<file path="src/rtl/rf_pkg.sv">
// Shared constants and types for the register-file write-port controller.
// Latency: n/a (declarations only).
// Backpressure: n/a.
package rf_pkg;

   localparam int AW   = 5;    // register-number width, matches rf wn
   localparam int DW   = 32;   // data width, matches rf wd
   localparam int NREG = 32;   // registers covered by one init sweep

   typedef enum logic {
      INIT = 1'b0,
      RUN  = 1'b1
   } state_t;

   // Identifies one of the two write requesters.
   typedef logic req_id_t;

endpackage

</file>
<file path="src/rtl/rr_arb2.sv">
// Two-input round-robin grant logic; the pointer is owned by the caller.
// Latency: purely combinational, grant in the same cycle as valid.
// Backpressure: en=0 withholds both grants; at most one grant is ever high.
//
// Ports:
//   en          grants allowed this cycle
//   valid0/1    requester has a pending write
//   last_grant  requester granted most recently (loser of the next tie)
//   gnt0/1      one-hot (or zero) grant
module rr_arb2
   import rf_pkg::*;
(
   input  logic    en,
   input  logic    valid0,
   input  logic    valid1,
   input  req_id_t last_grant,
   output logic    gnt0,
   output logic    gnt1
);

   always_comb begin
      gnt0 = 1'b0;
      gnt1 = 1'b0;
      if (en) begin
         if (valid0 && valid1) begin
            // Tie: the requester that did not win last time goes first.
            gnt0 = (last_grant == 1'b1);
            gnt1 = (last_grant == 1'b0);
         end else begin
            gnt0 = valid0;
            gnt1 = valid1;
         end
      end
   end

endmodule

</file>
<file path="src/rtl/rf_wr_arbiter.sv">
// Write-port controller for the 32x32 rf: init sweep, then round-robin sharing.
// Latency: write accepted in cycle N appears on rf_w/rf_wn/rf_wd in cycle N+1.
// Backpressure: readies are 0 during a sweep and in the cycle init_start is high.
//
// Ports:
//   clk, rst_n             clock (rf samples on the same edge), async active-low reset
//   req0_* / req1_*        valid/ready write requests (wn = register, wd = data)
//   init_start             start a fresh sweep of all registers to INIT_VAL
//   busy                   sweep in progress
//   rf_w, rf_wn, rf_wd     registered drive of rf's write port
//   last_grant             requester most recently granted
module rf_wr_arbiter
   import rf_pkg::*;
#(
   parameter int                       NREG     = rf_pkg::NREG,
   parameter int                       AW       = rf_pkg::AW,
   parameter int                       DW       = rf_pkg::DW,
   parameter logic [DW-1:0]            INIT_VAL = '0
) (
   input  logic          clk,
   input  logic          rst_n,
   input  logic          req0_valid,
   input  logic [AW-1:0] req0_wn,
   input  logic [DW-1:0] req0_wd,
   output logic          req0_ready,
   input  logic          req1_valid,
   input  logic [AW-1:0] req1_wn,
   input  logic [DW-1:0] req1_wd,
   output logic          req1_ready,
   input  logic          init_start,
   output logic          busy,
   output logic          rf_w,
   output logic [AW-1:0] rf_wn,
   output logic [DW-1:0] rf_wd,
   output logic          last_grant
);

   // One extra counter bit so the final index compares cleanly for NREG=2**AW.
   localparam logic [AW:0] LAST_IDX = (AW+1)'(NREG - 1);

   state_t        state;
   logic [AW:0]   cnt;
   logic          arb_en;
   logic          gnt0;
   logic          gnt1;

   // init_start blocks grants in its own cycle so no write is lost across the switch.
   assign arb_en = (state == RUN) && !init_start;

   rr_arb2 u_arb (
      .en         (arb_en),
      .valid0     (req0_valid),
      .valid1     (req1_valid),
      .last_grant (last_grant),
      .gnt0       (gnt0),
      .gnt1       (gnt1)
   );

   assign req0_ready = gnt0;
   assign req1_ready = gnt1;

   always_ff @(posedge clk or negedge rst_n) begin
      if (!rst_n) begin
         state      <= INIT;
         cnt        <= '0;
         busy       <= 1'b1;
         rf_w       <= 1'b0;
         rf_wn      <= '0;
         rf_wd      <= '0;
         last_grant <= 1'b1;
      end else begin
         case (state)
            INIT: begin
               rf_w  <= 1'b1;
               rf_wn <= cnt[AW-1:0];
               rf_wd <= INIT_VAL;
               if (init_start) begin
                  cnt <= '0;
               end else if (cnt == LAST_IDX) begin
                  cnt   <= '0;
                  state <= RUN;
                  busy  <= 1'b0;
               end else begin
                  cnt <= cnt + (AW+1)'(1);
               end
            end
            RUN: begin
               if (init_start) begin
                  state <= INIT;
                  cnt   <= '0;
                  busy  <= 1'b1;
                  rf_w  <= 1'b0;
               end else if (gnt0) begin
                  rf_w       <= 1'b1;
                  rf_wn      <= req0_wn;
                  rf_wd      <= req0_wd;
                  last_grant <= 1'b0;
               end else if (gnt1) begin
                  rf_w       <= 1'b1;
                  rf_wn      <= req1_wn;
                  rf_wd      <= req1_wd;
                  last_grant <= 1'b1;
               end else begin
                  // Idle: address/data hold, only the strobe drops.
                  rf_w <= 1'b0;
               end
            end
            default: begin
               state <= INIT;
               cnt   <= '0;
               busy  <= 1'b1;
               rf_w  <= 1'b0;
            end
         endcase
      end
   end

endmodule

</file>
<file path="config.mk">
export PLATFORM = sky130hd
export DESIGN_NAME = rf_wr_arbiter
export DESIGN_NICKNAME = d
export VERILOG_FILES = /design/src/rtl/rf_pkg.sv /design/src/rtl/rr_arb2.sv /design/src/rtl/rf_wr_arbiter.sv
export SDC_FILE = /design/constraint.sdc
export NUM_CORES = 1
export LEC_CHECK = 0
export ABC_AREA = 0
export CAP_MARGIN = 20
export CORE_ASPECT_RATIO = 0.75
export CORE_MARGIN = 2
export CORE_UTILIZATION = 40
export DETAILED_ROUTE_END_ITERATION = 8
export HOLD_SLACK_MARGIN = 0.06
export PLACE_DENSITY = 0.8
export SLEW_MARGIN = 20
export SYNTH_ARGS = -nofsm -noshare
export SYNTH_HDL_FRONTEND = slang
export SYNTH_SLANG_ARGS = --single-unit
export TNS_END_PERCENT = 5
</file>
<file path="constraint.sdc">
create_clock -name clk -period 4.3 [get_ports clk]
set_input_delay 0.86 -clock clk [delete_from_list [all_inputs] [get_ports clk]]
set_output_delay 0.86 -clock clk [all_outputs]
set_load 0.02 [all_outputs]
</file>
==> metrics.md, run 1 <==
| Metric | Value |
|---|---|
| Synth Instances | `~220` |
| Std-Cell Rows | `24` |
| Hpwl dp | `~4.5 mm` |
| Fin crit share | `about four fifths` |
| Top FF cell, synth | `dfrtp_1` |
| Clock Power Share | `36.6%` |
| DRC viols | `0` |
| TNS Setup | `0 ns` |
| Largest net degree at the start of global routing | `48` |
| # Post-CTS Setup Buffers | `0` |
| Drt wl/cell | `about 15 um` |
| Routed Antenna Nets | `0` |
| R2r setup slk | `around 2.2 ns` |
| Worst EP required | `roughly 3.4 ns` |
| Wirelength, routed | `6.18 mm` |
| Max Freq | `290 MHz` |
| Synth Warn # | `0` |
| Die area | `6570 um^2` |
| Run status | `complete, no violations` |
| Net switching power | `approximately 190 uW` |
| Crit Reg-Reg Startpoint | `state$_DFF_PN0_` |
| Hold WS | `approximately 0.5 ns` |
| R2R depth | `5` |
| Seq/Total Area, Yosys | `between 40 and 50%` |
| Routability Congestion | `~0.82` |
| CTS Root Buffer Type | `clkbuf_8` |
| Setup ws final | `0.846 ns` |
| DR vias/cell | `between 5 and 6` |
| Arrival @ worst endpoint | `~2.6 ns` |
| Worst setup SP type | `primary input` |
| Register share of total power | `~50%` |
| Final instance area | `about 3700 um^2` |
| Logic pwr share | `between 10% and 20%` |
| Routed vias | `2,131` |
| Area growth syn-to-layout | `55.7%` |
| Number of global-route vias before repair | `about 2,100` |
| PwrDens | `approximately 250 nW/um^2` |
| Max-Cap Viols | `0` |
| Die H | `a little over 70 um` |
| Clk buf depth | `2` |
| Leakage | `1.61 nW` |
| First-pass GRT wire length | `approximately 10 mm` |
| Int Power | `~720 uW` |
| Pre-CTS setup slack | `0.840 ns` |
| CTS tree | `done` |
| Yosys reg bits | `between 40 and 50` |
| Commonest cells post-synth | `nor2_1, dfrtp_1, a221oi_2` |
| Fin Clk Skew | `around 0.0043 ns` |
| Most common cell in the netlist | `nor2_1` |
| Min Tclk post-route | `roughly 3.5 ns` |
| H-tree levels | `2` |
| Total core area | `5770 um^2` |
| Final net count | `approximately 420` |
| CP Max Fanout | `11` |
| Hold Path Class | `flip-flop to flip-flop` |
| R2r endpoint | `rf_wd[29]$_DFFE_PN0P_` |
| Clk slew on worst S/H paths | `0.08 ns` |
| Gr usage total | `between 10% and 20%` |
| Non-filler instance count after layout | `approximately 420` |
| Switching Fraction | `around a fifth` |
| CTS Sinks | `47` |
| Largest cells by area after synthesis | `dfrtp_1, a221oi_2, nor2_1` |
| Setup CP Type | `primary input to output pin` |
| Max VDD drop | `0.000212 V` |
| Die X | `about 93 um` |
| EDFF count, synth | `0` |
| Post-Syn Area | `approximately 2400 um^2` |
| Fillers | `~470` |
| Detailed Routing Iterations Pass 1 | `4` |
| Syn Nets | `~300` |
| Area post-placement | `~3600 um^2` |
| Fin. max-slew vios | `0` |
| Post-synth top area cell | `dfrtp_1` |
| Post-synth ARST share | `100%` |
| CTS Buf Count | `5` |
| # setup viols final | `0` |
| Critical Path Start | `init_start` |
| Syn Area/Cell | `~11 um^2` |
| Hold_buf cts | `0` |
| Share of cells above drive strength 1 | `between 10% and 20%` |
| First-iteration detailed-routing DRC count | `between 70 and 80` |
| IO buf count | `120` |
| Rel. slew slack | `roughly three fifths` |
| Post-CTS Resized | `0` |
| Synth unique cells | `38` |
| GRT overflow | `0` |
| Hold Violations, Final | `0` |
| Setup crit end | `req0_ready` |
| N_diodes | `0` |
| Initial antenna violation count | `0` |
| Initial core utilization | `between 40% and 50%` |
| IO Count | `approximately 120` |
| Post-Route Utilization | `between 60% and 70%` |
| Worst Tran Pin Value | `between 0.5 and 0.6 ns` |
| Total design power | `slightly above 900 uW` |
| Top cell type's share of synthesized area | `a little under half` |
| Placed Cells | `408` |
| Worst Setup End Kind | `output pin` |
| Worst-Skew Late Latency | `about 0.29 ns` |
| RSZ-0062 raised after global routing | `false` |
==> per-layer routing <==
metal | share of wire (%) | track usage (%) | vias up
li1 | - | - | 1028
met1 | 46 | 26.7 | 1006
met2 | 45 | 31.9 | 90
met3 | 8.7 | 5.54 | 7
met4 | 0.70 | 3.92 | 0
met5 | 0 | 0 | -
==> registers in the layout, indices dropped and copies added (netlist names) <==
name        count
rf_wd          32
cnt             6
rf_wn           5
busy            1
last_grant      1
rf_w            1
state           1
==> worst min path at each step <==
stage	from	to	cells past startpoint
after floorplan	cnt[5]$_DFFE_PN0P_	cnt[5]$_DFFE_PN0P_	2
after global placement	rf_wd[0]$_DFFE_PN0P_	rf_wd[0]$_DFFE_PN0P_	2
after detailed placement	rf_wd[5]$_DFFE_PN0P_	rf_wd[5]$_DFFE_PN0P_	2
after CTS	rf_wd[5]$_DFFE_PN0P_	rf_wd[5]$_DFFE_PN0P_	2
after global routing	rf_wd[29]$_DFFE_PN0P_	rf_wd[29]$_DFFE_PN0P_	2
final	rf_wd[5]$_DFFE_PN0P_	rf_wd[5]$_DFFE_PN0P_	2
==> layout make-up <==
type,count,area [um^2],area share (%)
clock buffer,6,82.6,2.24
inverter,3,13.8,0.373
clock inverter,2,35.0,0.948
sequential,47,1180,31.9
tap,78,97.6,2.64
multi-input combinational,157,1070,28.9
timing repair buffer,123,1220,33.1
==> cells by family after synthesis <==
| logic type | count (synthesis) | synth area share (%) |
|---|---|---|
| AO/OA/AOI/OAI | 51 | 23.9 |
| buffers and inverters | 19 | 5.80 |
| multiplexers | 3 | 1.37 |
| XOR/XNOR | 2 | 0.739 |
| adder cells (fa/ha/maj) | 1 | 0.527 |
| AND/OR/NAND/NOR | 100 | 17.9 |
| flip-flops | 47 | 49.7 |
==> power groups by stage <==
stage	sequential (mW)	combinational (mW)	clock, mW
CTS	0.455	0.122	0.341
global route	0.457	0.130	0.364
detailed placement	0.464	0.121	0
finish	0.455	0.120	0.332
global placement	0.464	0.119	0
floorplan	0.468	0.0170	0
==> cells in the final DEF (no fill, tap or decap), types with 2 or more instances in the layout <==
cell             count
buf_4                4
o22ai_1              3
dfrtp_1             45
a31oi_1              5
nor2_1              74
a21oi_1              6
clkdlybuf4s50_1    119
nand3_1              6
dfstp_2              2
a221oi_1             6
mux2_2               2
clkbuf_8             6
inv_1                2
a221oi_2            26
nand2_1              9
a221o_1              2
==> critical path: stages <==
cell,delay [ns]
clkdlybuf4s50_1,0.58
and2b_4,0.35
and3_4,0.19
clkdlybuf4s50_1,0.61
No activity file was read; power rests on OpenSTA's default activity.
==> inputs of run 2 (changes only) <==
--- a/config.mk
+++ b/config.mk
@@ -9,10 +9,10 @@
 export CAP_MARGIN = 20
 export CORE_ASPECT_RATIO = 0.75
 export CORE_MARGIN = 2
-export CORE_UTILIZATION = 40
+export CORE_UTILIZATION = 36
 export DETAILED_ROUTE_END_ITERATION = 8
 export HOLD_SLACK_MARGIN = 0.06
-export PLACE_DENSITY = 0.8
+export PLACE_DENSITY = 0.76
 export SLEW_MARGIN = 20
 export SYNTH_ARGS = -nofsm -noshare
 export SYNTH_HDL_FRONTEND = slang
==> constraint.sdc (replaced) <==
create_clock -name clk -period 2.9 [get_ports clk]
set_input_delay 0.58 -clock clk [delete_from_list [all_inputs] [get_ports clk]]
set_output_delay 0.58 -clock clk [all_outputs]
set_load 0.02 [all_outputs]
==> run 2 against run 1 <==
  * First-iteration DRC count decreased by 54%
  * Design area increased by 0.68%
  * Routed wire length increased by 4.5%
  * Final cell count increased by 1.9%
  * Register-to-register slack got worse by 1.3 ns
  * Critical path depth unchanged
  * Global-route usage decreased by 1.3 points
  * Setup slack got worse by 0.62 ns
==> metrics.md, run 2 (synthesis gave the netlist of run 1 again) <==
| Metric | Value |
|---|---|
| Run status | `complete, no violations` |
| Routed vias | `2,139 (+0.38%)` |
| R2r endpoint | `rf_wd[28]$_DFFE_PN0P_` |
| CTS Buf Count | `5 (unchanged)` |
| CTS Root Buffer Type | `clkbuf_8` |
| H-tree levels | `2 (unchanged)` |
| Drt wl/cell | `15.2 um (+2.5%)` |
| Fin. max-slew vios | `0 (unchanged)` |
| Wirelength, routed | `6.45 mm (+4.5%)` |
| Share of cells above drive strength 1 | `15.7% (+1.2 points)` |
| Fin Clk Skew | `0.00404 ns (-0.000302 ns)` |
| Largest net degree at the start of global routing | `37 (-23%)` |
| Hold Violations, Final | `0 (unchanged)` |
| Logic pwr share | `14.1% (+0.8 points)` |
| R2r setup slk | `0.86 ns (-1.31 ns)` |
| TNS Setup | `0 ns (unchanged)` |
| Die area | `7260 um^2 (+11%)` |
| # Post-CTS Setup Buffers | `0 (unchanged)` |
| Hold Path Class | `primary input to asynchronous set/reset pin` |
| GRT overflow | `0 (unchanged)` |
| Clk slew on worst S/H paths | `0.09 ns (about the same)` |
| CP Max Fanout | `4 (-7)` |
| Total design power | `1.29 mW (+42%)` |
| Post-Route Utilization | `58.6% (-5.5 points)` |
| Total core area | `6350 um^2 (+10%)` |
| Clock Power Share | `33.4% (-3.2 points)` |
| RSZ-0062 raised after global routing | `false` |
| Initial core utilization | `37.4% (-3.8 points)` |
| Crit Reg-Reg Startpoint | `state$_DFF_PN0_` |
| CTS tree | `done` |
| Min Tclk post-route | `approximately 2.7 ns` |
| Arrival @ worst endpoint | `2.09 ns (-0.50 ns)` |
| Top reg by flops | `rf_wd` |
| DR vias/cell | `5.04 (-1.5%)` |
| Worst Setup End Kind | `output pin` |
| Std-Cell Rows | `25 (+4.2%)` |
| Max VDD drop | `0.000275 V (+30%)` |
| Worst Tran Pin Value | `0.559 ns (-0.0166 ns)` |
| Initial antenna violation count | `0 (unchanged)` |
| Clk buf depth | `2 (unchanged)` |
| Leakage | `1.63 nW (+0.85%)` |
| Pre-CTS setup slack | `0.238 ns (-0.601 ns)` |
| Hold WS | `0.247 ns (-0.254 ns)` |
| Setup ws final | `0.230 ns (-0.616 ns)` |
| Setup CP Type | `primary input to output pin` |
| # setup viols final | `0 (unchanged)` |
| Leading cell type in the layout, fill and taps excluded | `clkdlybuf4s50_1` |
| Worst EP required | `2.32 ns (-1.12 ns)` |
| Largest register FFs | `32 (unchanged)` |
| Routed Antenna Nets | `0 (unchanged)` |
| Rel. slew slack | `62.7% (+1.1 points)` |
| Die X | `97.7 um (+5.2%)` |
| IO buf count | `120 (unchanged)` |
| Area growth syn-to-layout | `56.8%` |
| Final net count | `422 (+1.2%)` |
| Switching Fraction | `22.1% (+1.0 points)` |
| Worst-Skew Late Latency | `0.29 ns (about the same)` |
| First-pass GRT wire length | `10.7 mm (+3.8%)` |
| First-iteration detailed-routing DRC count | `33 (-54%)` |
| Top flop regs | `rf_wd (32), cnt (6), rf_wn (5)` |
| Die H | `74.3 um (+5.1%)` |
| DRC viols | `0 (unchanged)` |
| Int Power | `1.00 mW (+40%)` |
| Max-Cap Viols | `0 (unchanged)` |
| Detailed Routing Iterations Pass 1 | `4 (unchanged)` |
| Post-CTS Resized | `0 (unchanged)` |
| Net switching power | `284 uW (+48%)` |
| R2R depth | `5 (unchanged)` |
| N_diodes | `0 (unchanged)` |
| Worst setup SP type | `primary input` |
| Max Freq | `approximately 370 MHz` |
| Hpwl dp | `4.84 mm (+6.6%)` |
| Register share of total power | `52.5% (+2.3 points)` |
| IO Count | `121 (unchanged)` |
| Hold_buf cts | `0 (unchanged)` |
| PwrDens | `346 nW/um^2 (+41%)` |
| Commonest cells after routing, fill and taps aside | `clkdlybuf4s50_1, nor2_1, dfrtp_1` |
| Gr usage total | `18.4% (-1.3 points)` |
| Routability Congestion | `0.861 (+5.5%)` |
| Fin crit share | `approximately 90%` |
| Number of global-route vias before repair | `2,214 (+4.5%)` |
| CTS Sinks | `47 (unchanged)` |
[run 2: critical path, stage by stage]
cell and delay (ns):
clkdlybuf4s50_1 0.47, nand2b_1 0.19, and3_4 0.23, clkdlybuf4s50_1 0.61
[run 2: power groups by stage]
| stage | Combinational [mW] | Sequential, mW | Clock (mW) |
|---|---|---|---|
| after floorplan | 0.0252 | 0.695 | 0 |
| after global placement | 0.181 | 0.687 | 0 |
| after detailed placement | 0.183 | 0.688 | 0 |
| after CTS | 0.184 | 0.675 | 0.442 |
| after global routing | 0.197 | 0.678 | 0.471 |
| final | 0.182 | 0.675 | 0.429 |
[run 2: worst max-delay path by stage]
stage,start,to,slack (ns),cells past startpoint
after floorplan,init_start,req0_ready,1.06,4
after global placement,init_start,req0_ready,0.25,4
after detailed placement,req1_valid,req0_ready,0.24,4
after CTS,req1_valid,req0_ready,0.22,4
after global routing,state$_DFF_PN0_,req0_ready,0.16,3
final,req1_valid,req0_ready,0.23,4
[run 2: metal layers]
layer | track usage, % | up-vias | part of all wire [%]
li1 | - | 1037 | -
met1 | 24.1 | 1015 | 45
met2 | 30.9 | 83 | 46
met3 | 5.92 | 4 | 8.5
met4 | 3.24 | 0 | 0.51
met5 | 0 | - | 0
[run 2: final cells by class]
class | count | area, um^2
inverter | 3 | 13.8
sequential | 47 | 1180
clock buffer | 7 | 96.3
clock inverter | 1 | 7.51
timing repair buffer | 128 | 1260
tap | 81 | 101
multi-input combinational | 157 | 1070
fill | 541 | 2630
[run 2: metrics by stage]
| stage | cell area, um^2 | std cells |
|---|---|---|
| after floorplan | 2370 | 223 |
| after global placement | 3620 | 416 |
| after detailed placement | 3620 | 416 |
| after CTS | 3720 | 424 |
| after global routing | 3720 | 424 |
| final | 3720 | 424 |
